**config.mk**
```make
export PLATFORM = sky130hd
export DESIGN_NAME = subneg_mem_arbiter
export DESIGN_NICKNAME = d
export VERILOG_FILES = /design/src/rtl/subneg_mem_arbiter.sv
export SDC_FILE = /design/constraint.sdc
export NUM_CORES = 1
export LEC_CHECK = 0
export ABC_AREA = 1
export BUFFER_PORTS_ARGS = -buffer_cell sky130_fd_sc_hd__buf_2
export CORE_UTILIZATION = 50
export DETAILED_ROUTE_END_ITERATION = 8
export PLACE_DENSITY = 0.7
export SYNTH_ARGS = -nofsm -noshare
export SYNTH_HDL_FRONTEND = slang
export SYNTH_SLANG_ARGS = --single-unit
```
**constraint.sdc**
```tcl
create_clock -name clk -period 4 [get_ports clk]
set_input_delay 0.8 -clock clk [delete_from_list [all_inputs] [get_ports clk]]
set_output_delay 0.8 -clock clk [all_outputs]
set_load 0.05 [all_outputs]
```
**src/rtl/subneg_mem_arbiter.sv**
```systemverilog
// Shared 22x7 program/data store for the SUBNEG core and host loader: one access per clock, registered reads.
// Define SUBNEG_ARB_RR_EN for round-robin contention; otherwise the core has fixed priority.
module subneg_mem_arbiter #(
    parameter int DW    = 7,
    parameter int AW    = 5,
    parameter int DEPTH = 22
) (
    input  logic          clk,
    input  logic          reset,
    input  logic          core_req,
    input  logic          core_we,
    input  logic [AW-1:0] core_addr,
    input  logic [DW-1:0] core_wdata,
    output logic          core_gnt,
    output logic          core_rvalid,
    output logic [DW-1:0] core_rdata,
    input  logic          host_req,
    input  logic          host_we,
    input  logic [AW-1:0] host_addr,
    input  logic [DW-1:0] host_wdata,
    output logic          host_gnt,
    output logic          host_rvalid,
    output logic [DW-1:0] host_rdata,
    output logic          oor_err,
    output logic [7:0]    conflicts
);

    logic [DW-1:0] mem [DEPTH];
    logic          acc_valid;
    logic          acc_we;
    logic [AW-1:0] acc_addr;
    logic [DW-1:0] acc_wdata;
    logic          in_range;
    logic [DW-1:0] rd_word;
    logic          contended;

    assign contended = core_req && host_req;

`ifdef SUBNEG_ARB_RR_EN
    typedef enum logic {PTR_CORE, PTR_HOST} rr_ptr_t;
    rr_ptr_t rr_ptr, rr_ptr_next;

    always_ff @(posedge clk or posedge reset) begin
        if (reset) rr_ptr <= PTR_CORE;
        else       rr_ptr <= rr_ptr_next;
    end

    // Pointer only moves on contention, and then points at the loser.
    always_comb begin
        rr_ptr_next = rr_ptr;
        if (contended)
            rr_ptr_next = (rr_ptr == PTR_CORE) ? PTR_HOST : PTR_CORE;
    end

    always_comb begin
        core_gnt = 1'b0;
        host_gnt = 1'b0;
        if (!reset) begin
            if (core_req && (!host_req || rr_ptr == PTR_CORE)) core_gnt = 1'b1;
            else if (host_req)                                 host_gnt = 1'b1;
        end
    end
`else
    always_comb begin
        core_gnt = 1'b0;
        host_gnt = 1'b0;
        if (!reset) begin
            core_gnt = core_req;
            host_gnt = host_req && !core_req;
        end
    end
`endif

    always_comb begin
        acc_valid = core_gnt || host_gnt;
        acc_we    = core_gnt ? core_we    : host_we;
        acc_addr  = core_gnt ? core_addr  : host_addr;
        acc_wdata = core_gnt ? core_wdata : host_wdata;
        in_range  = int'(acc_addr) < DEPTH;
        rd_word   = '0;
        if (in_range) rd_word = mem[acc_addr];
    end

    // Out-of-range writes are silently dropped; oor_err reports them.
    always_ff @(posedge clk or posedge reset) begin
        if (reset) begin
            for (int i = 0; i < DEPTH; i++) mem[i] <= '0;
        end else if (acc_valid && acc_we && in_range) begin
            mem[acc_addr] <= acc_wdata;
        end
    end

    always_ff @(posedge clk or posedge reset) begin
        if (reset) begin
            core_rvalid <= 1'b0;
            host_rvalid <= 1'b0;
            core_rdata  <= '0;
            host_rdata  <= '0;
            oor_err     <= 1'b0;
        end else begin
            core_rvalid <= core_gnt && !core_we;
            host_rvalid <= host_gnt && !host_we;
            oor_err     <= acc_valid && !in_range;
            if (core_gnt && !core_we) core_rdata <= rd_word;
            if (host_gnt && !host_we) host_rdata <= rd_word;
        end
    end

    always_ff @(posedge clk or posedge reset) begin
        if (reset)                              conflicts <= '0;
        else if (contended && conflicts != 8'hFF) conflicts <= conflicts + 8'd1;
    end

endmodule

```
# Word-level counts from Yosys, hierarchy flattened
# Cells that the tools add are included.
dict set report op_classes {
  add_sub_neg 1
  order_cmp 3
  n_eq_ne 1
  muxes 12
  bitwise 1
  reduce_logical 14
}
# op count
set op_table {}
lappend op_table {{154-bit bitwise mux} 1}
lappend op_table {{7-bit binary-select mux with 5-bit select} 1}
lappend op_table {{7-bit demux with 5-bit select} 1}
lappend op_table {{7-bit 2-to-1 mux} 5}
lappend op_table {{1-bit logical AND} 9}
lappend op_table {{8-bit by 1-bit adder with 8-bit output (second input constant)} 1}
lappend op_table {{8-bit inequality test (second input constant)} 1}
lappend op_table {{6-bit >= comparator (second input constant)} 1}
lappend op_table {{6-bit by 1-bit < comparator with 1-bit output (second input constant)} 1}
lappend op_table {{5-bit NOT with 6-bit output} 1}
lappend op_table {{5-bit < comparator (second input constant)} 1}
lappend op_table {{5-bit 2-to-1 mux} 1}
lappend op_table {{1-bit logical NOT} 4}
lappend op_table {{1-bit 2-to-1 mux} 3}
lappend op_table {{1-bit logical OR} 1}
dict set report totals {
  register_bits 179
  input_bits 30
  output_inout_bits 27
  elab_cells 60
}

# Depth between registers and ports, before layout
# Gate-level depths: netlist of the first run.
dict set report depth {
  depth_word 8
  depth_mapped 17
  ltp_nobuf 13
}

# Least setup slack after synthesis of the first run
# No wires, ideal clock.
dict set report synth_path {
  kind {input-to-reg}
  startpoint {input reset}
  endpoint {register mem[98] (netlist bit)}
  t_arrival_ns 4.615
  slack_ns -0.747
  stages 9
  n_path_buf 1
  path_cell_list {inv_2 > o21ai_0 > a211oi_4 > nand2_4 > nor2_2 > nand2_1 > buf_2 > nand2_1 > o21ai_1}
}
dict set report synth_via {
  elab_chain_cells 8
}
# element line
set synth_lines {}
lappend synth_lines {{from (decl)} 9} ;# input logic reset,
lappend synth_lines {{1-bit 2-to-1 mux} 67} ;# if (!reset) begin
lappend synth_lines {{5-bit 2-to-1 mux} 77} ;# acc_addr = core_gnt ? core_addr : host_addr;
lappend synth_lines {{5-bit NOT with 6-bit output (not written as such)} 89} ;# mem[acc_addr] <= acc_wdata;
lappend synth_lines {{6-bit >= comparator (not written as such) or 6-bit by 1-bit < comparator with 1-bit output (tied branches)} 89}
lappend synth_lines {{1-bit logical AND (not written as such)} 89}
lappend synth_lines {{7-bit 2-to-1 mux (not written as such)} 89}
lappend synth_lines {{7-bit demux with 5-bit select} 89}
lappend synth_lines {{154-bit bitwise mux} 89}
lappend synth_lines {{to (signal, indexed assignment)} 89}
lappend synth_lines {{to (decl)} 28} ;# logic [DW-1:0] mem [DEPTH];
# Several ways; a longest one is shown, not always the timed one.
# A chain may end at the register's enable or synchronous reset.

# Worst setup path in the final report of the first run
dict set report layout_path {
  startpoint {input core_req}
  endpoint {register mem[103] (netlist bit)}
}
dict set report layout_via {
  elab_chain_cells 8
}
# element line
set layout_lines {}
lappend layout_lines {{from (decl)} 10} ;# input logic core_req,
lappend layout_lines {{1-bit 2-to-1 mux} 67}
lappend layout_lines {{5-bit 2-to-1 mux} 77}
lappend layout_lines {{5-bit NOT with 6-bit output (not written as such)} 89}
lappend layout_lines {{6-bit >= comparator (not written as such) or 6-bit by 1-bit < comparator with 1-bit output (tied branches)} 89}
lappend layout_lines {{1-bit logical AND (not written as such)} 89}
lappend layout_lines {{7-bit 2-to-1 mux (not written as such)} 89}
lappend layout_lines {{7-bit demux with 5-bit select} 89}
lappend layout_lines {{154-bit bitwise mux} 89}
# Several ways; a longest one is shown, not always the timed one.

==> results of run 1 <==
[final timing paths]
path,startpoint,end,slack [ns],cells past startpoint
setup / recovery,core_req,mem[103]$_DFFE_PP0P_,1.02,10
max in group asynchronous,reset,mem[8]$_DFFE_PP0P_,2.17,4
hold / removal,reset,mem[146]$_DFFE_PP0P_,0.23,2
hold reg to reg,core_rdata[3]$_DFFE_PP0P_,core_rdata[3]$_DFFE_PP0P_,0.48,2
setup reg to reg,conflicts[0]$_DFFE_PP0P_,conflicts[7]$_DFFE_PP0P_,2.23,9
min in group clk,core_rdata[3]$_DFFE_PP0P_,core_rdata[3]$_DFFE_PP0P_,0.48,2
[cell type report]
class / count / area [um2] / share of cell area [%]
Multi-Input combinational cell: 870 / 4030 / 39.0
Timing Repair Buffer: 76 / 443 / 4.28
Clock inverter: 14 / 154 / 1.49
Inverter: 136 / 515 / 4.98
Sequential cell: 179 / 4480 / 43.3
Clock buffer: 18 / 439 / 4.24
Tap cell: 229 / 287 / 2.77
[cell usage after synthesis]
cell type	count	area [um2]
nor3_4	4	65.1
mux2i_1	7	70.1
xnor2_1	3	26.3
a211oi_4	1	20.0
o21ai_2	12	105
nand2_1	538	2020
nand4_1	1	6.26
nor2_2	7	43.8
mux2_2	1	11.3
clkinv_1	1	3.75
xor2_1	4	35.0
dfrtp_1	179	4480
a21oi_1	7	35.0
nand2_2	16	100
nand3_1	69	345
o21ai_0	23	115
nor3_1	1	5.00
ha_1	1	12.5
inv_1	126	473
nor2_4	1	11.3
buf_6	11	124
buf_2	26	130
inv_2	9	33.8
clkbuf_1	27	101
o21ai_1	122	611
buf_1	5	18.8
o21ai_4	3	48.8
nand3b_1	28	210
nor2_1	19	71.3
nand2_4	2	22.5
buf_4	3	22.5
[per-stage QoR]
step	cell area [um2]	utilization (%)	total power [mW]	instances	hold slack, ns
after floorplan	9380	-	3.19	1257	0.446
after global placement	9760	53.8	3.49	1490	0.455
after detailed placement	9760	53.8	3.52	1490	0.461
after CTS	10300	57.0	5.20	1522	0.222
after global routing	10300	57.0	5.46	1522	0.221
final	10300	57.0	5.17	1522	0.228
[flip-flops by register name (all words and copies together), names as in the netlist]
register	flops
conflicts	8
core_rdata	7
core_rvalid	1
host_rdata	7
host_rvalid	1
mem	154
oor_err	1
[kinds of logic after synthesis]
group           after synthesis
mux                           8
compound gates              168
xor+xnor                      7
simple gates                686
buf+inv                     208
flops                       179
fa+ha+maj                     1
[report_power, final]
part / internal (mW) / switching [mW] / total (mW)
clock: 0.942 / 0.745 / 1.69
sequential: 2.10 / 0.168 / 2.27
combinational: 0.386 / 0.835 / 1.22
[layer usage]
metal | GRT usage [%] | vias up | share of wire, %
li1 | - | 3943 | -
met5 | 0 | - | 0
met4 | 8.07 | 0 | 1.7
met3 | 5.80 | 38 | 7.3
met1 | 37.3 | 3683 | 46
met2 | 40.2 | 284 | 45
==> results.md, run 1 <==
* Worst Setup Start Kind: primary input
* Commonest non-fill, non-tap cell in the layout: nand2_1
* PostCTS Resize Cnt at 0
* Number of I/O port buffers at 56
* # DRC at 9
* Min-delay worst type: primary input to asynchronous set/reset pin
* Min cycle time layout at 2.98 ns
* Die Wd at 139 um
* Global-route wire length before repair at 39,300 um
* Post-synthesis mux area share at 0.867%
* IO Pins at 57
* CP max stage delay at 0.54 ns
* CTS Hold Bufs at 0
* CP max FO at 36
* WP buf/inv at 2
* Clock latency at the later pin of the worst-skew pair at 0.44 ns
* Core Rows at 49
* Initial antenna violation count at 0
* # Post-CTS Setup Buffers at 0
* Final Cycle Share at 74.5%
* Syn Area/Cell at 7.46 um2
* Die H at 139 um
* Largest family of logic cells by synthesized area: simple AND/OR/NAND/NOR gates
* CTS tree: yes
* ANT cells at 0
* Largest net degree at the start of global routing at 67
* Mapped Cells at 1,257
* Status: finished, violations left
* Clock skew at 0.00742 ns
* Adder-Cell Fraction of Synth Area at 0.133%
* Post-synthesis compound-gate area fraction at 9.97%
* Filler cells at 1,712
* GP Congestion at 0.849
* Slack of the critical path at 1.02 ns
* Register area share after synthesis at 47.8%
* LEAKAGE at 5.29 nW
* Die Area at 19,300 um2
* Initial Util at 51.7%
* Fin. Hold Viols at 0
* Routed wire length at 23,900 um
* Reg clk slew, reported paths at 0.07 ns
* DR iter-0 viols at 630
* Vias at 7,948
* Final setup viols at 0
* Cell mode on critical path: nand2_1
* Synth Area in Simple Gates at 30.9%
* Slew Limit Fails at 0
* CTS sink count at 179
* Nets at 1,311
* Crit Path Class: primary input to flop
* Setup TNS at 0 ns
* Vias in the first global route at 7,463
* Htree depth at 4
* Relative slew margins at 40.0%
* Post-synthesis register bit count at 179
* Root buffer cell: clkbuf_16
* DP Worst Slack at 0.610 ns
* Largest delay contributor family on the critical path: simple AND/OR/NAND/NOR gates
* Worst Path Arrival at 3.29 ns
* GRT Total Usage at 26.3%
* Fraction of layout instances using a drive strength above 1 at 13.4%
* Core Box Area at 18,100 um2
* Most frequent cells in the layout: nand2_1, dfrtp_1, inv_1
* Longest Clk Path Bufs at 2
* Worst endpoint required time at 4.31 ns
* FMAX at 336 MHz
* Total grt overflow at 0
* CP Cell Sequence: buf_2, nand2_2, nand2_1, o21ai_4, inv_2, nand2_1, nor2_2, nand2_1, nand2_1, o21ai_1
* Crit. End Element: flop
* Ys Warns at 0
* Critical path's slowest cell: inv_2
* TritonCTS buffer count at 17
* Via density at 5.22
* Cell Area, Synth at 9380 um2
* Post-DR wirelength/cell at 15.7 um
* RSZ-0062 raised after global routing: no
* PD cells at 500 nW/um2
* Final ANT Viol Nets at 0
* Maximum capacitance violations at 0
* Failing checks: DRC
* Dpl hpwl at 15,300 um
* Maximum VDD drop at 0.000335 V
* Synth cell types at 31
* Area Overhead vs Synth at 10.4%
* Worst-Margin Slew at 0.883 ns
* XOR/XNOR Fraction of Synth Area at 0.654%
* Syn Nets at 1,288
* 1st-pass router iterations at 8
No activity file was read; power rests on OpenSTA's default activity.
==> run 2, diff against run 1 <==
--- a/config.mk
+++ b/config.mk
@@ -9,7 +9,7 @@
 export BUFFER_PORTS_ARGS = -buffer_cell sky130_fd_sc_hd__buf_2
 export CORE_UTILIZATION = 50
 export DETAILED_ROUTE_END_ITERATION = 8
-export PLACE_DENSITY = 0.7
+export PLACE_DENSITY = 0.68
 export SYNTH_ARGS = -nofsm -noshare
 export SYNTH_HDL_FRONTEND = slang
 export SYNTH_SLANG_ARGS = --single-unit
==> constraint.sdc (replaced) <==
create_clock -name clk -period 3.1 [get_ports clk]
set_input_delay 0.62 -clock clk [delete_from_list [all_inputs] [get_ports clk]]
set_output_delay 0.62 -clock clk [all_outputs]
set_load 0.05 [all_outputs]
==> results.md, run 2 (synthesized netlist as in run 1, its figures left out) <==
* Htree depth at 4
* Crit Path Class: primary input to output pin
* Met2 usage at 42.3%
* Slew Limit Fails at 0
* FF-to-FF setup slack at 1.37 ns
* Fin. Hold Viols at 0
* IO Pins at 57
* Post-DR wirelength/cell at 15.7 um
* GRT busiest layer: met2
* Internal power at 4.47 mW
* Switch Pwr at 2.19 mW
* Clock latency at the later pin of the worst-skew pair at 0.43 ns
* Sequential Power Share at 43.9%
* Min-delay worst type: primary input to asynchronous set/reset pin
* Register bank with the most flops: mem
* # Post-CTS Setup Buffers at 0
* Commonest non-fill, non-tap cell in the layout: nand2_1
* Die Wd at 139 um
* Routed wire length at 24,100 um
* PD cells at 640 nW/um2
* Worst Setup Start Kind: primary input
* Sequential cell area at 4480 um2
* Status: finished, violations left
* LEAKAGE at 5.33 nW
* TritonCTS buffer count at 17
* Largest delay contributor family on the critical path: buffers and inverters
* Maximum capacitance violations at 0
* DR iter-0 viols at 696
* Fraction of layout instances using a drive strength above 1 at 13.6%
* CP max FO at 53
* GRT Total Usage at 26.7%
* Initial Util at 51.7%
* Root buffer cell: clkbuf_16
* DP Worst Slack at 0.356 ns
* Vias at 7,960
* Reg clk slew, reported paths at 0.07 ns
* Core Rows at 49
* CP Cell Sequence: buf_2, inv_8, buf_4, nand2_1, nor2_1, buf_2
* Clock skew at 0.00585 ns
* Final setup viols at 0
* Die Area at 19,300 um2
* GP Congestion at 0.896
* Max reg flops at 154
* Filler cells at 1,689
* Critical path's slowest cell: buf_4
* Failing checks: DRC
* Maximum VDD drop at 0.000401 V
* Total grt overflow at 0
* Die H at 139 um
* Nets at 1,319
* PostCTS Resize Cnt at 0
* Largest net degree at the start of global routing at 68
* Via density at 5.21
* End-of-flow core utilization at 57.3%
* Worst Path Arrival at 1.97 ns
* Area Overhead vs Synth at 11.0%
* GR Layer Usage met3 at 3.90%
* WP buf/inv at 4
* Setup TNS at 0 ns
* Number of I/O port buffers at 56
* 1st-pass router iterations at 7
* Regs by FF count: mem x154, conflicts x8
* Multi-input logic area at 4030 um2
* Cell mode on critical path: buf_2
* Most frequent cells in the layout: nand2_1, dfrtp_1, inv_1
* Combinational share of power at 23.9%
* Net Sw Frac at 32.9%
* Worst-Margin Slew at 0.907 ns
* Final Cycle Share at 83.5%
* FMAX at 386 MHz
* Min cycle time layout at 2.59 ns
* CTS Hold Bufs at 0
* Final ANT Viol Nets at 0
* Crit. End Element: output pin
* ANT cells at 0
* # DRC at 8
* Slack of the critical path at 0.513 ns
* CTS tree: yes
* Global-route wire length before repair at 40,100 um
* CP max stage delay at 0.53 ns
* Initial antenna violation count at 0
* Core Box Area at 18,100 um2
* Longest Clk Path Bufs at 2
* Dpl hpwl at 15,500 um
* Relative slew margins at 39.5%
* Clock power frac at 32.2%
* Vias in the first global route at 7,646
* CTS sink count at 179
* RSZ-0062 raised after global routing: no
* Worst endpoint required time at 2.48 ns
* Met1 Use GR at 37.3%
run 2: layer usage:
layer | wire length [um] | part of all wire (%)
met5 | 0 | 0
met4 | 511 | 2.1
met3 | 1340 | 5.6
met2 | 11000 | 46
met1 | 11200 | 47
run 2: tightest hold or removal path, stage by stage:
cell   delay [ns]
buf_2        0.14
inv_8        0.07
buf_4        0.53
run 2: power groups by stage:
| stage | logic, mW | clock network (mW) | registers [mW] |
|---|---|---|---|
| floorplan | 0.929 | 0 | 3.19 |
| global placement | 1.57 | 0 | 2.95 |
| detailed placement | 1.60 | 0 | 2.95 |
| CTS | 1.60 | 2.17 | 2.92 |
| global route | 1.78 | 2.27 | 2.97 |
| finish | 1.59 | 2.15 | 2.92 |
run 2: path summary, 6_finish.rpt:
kind | startpoint | to | cells past startpoint
max | reset | host_gnt | 6
min | reset | mem[9]$_DFFE_PP0P_ | 3
max reg2reg | conflicts[0]$_DFFE_PP0P_ | conflicts[7]$_DFFE_PP0P_ | 9
min reg2reg | host_rdata[1]$_DFFE_PP0P_ | host_rdata[1]$_DFFE_PP0P_ | 2
max in group asynchronous | reset | mem[110]$_DFFE_PP0P_ | 3
min in group clk | core_we | core_rvalid$_DFF_PP0_ | 2
run 2: metrics by stage:
stage	cells	hold slack (ns)	area, um2	total power, mW
global route	1528	0.454	10400	7.02
global placement	1498	0.456	9830	4.52
detailed placement	1498	0.460	9830	4.55
finish	1528	0.446	10400	6.66
CTS	1528	0.445	10400	6.69
floorplan	1257	0.446	9380	4.12
run 2: layout make-up:
type	count	area share [%]
clock buffers	19	4.16
repair buffers	84	4.95
flip-flops and latches	179	43.1
multi-input cells	870	38.8
well taps	229	2.75
clock inverters	11	1.33
inverters	136	4.98
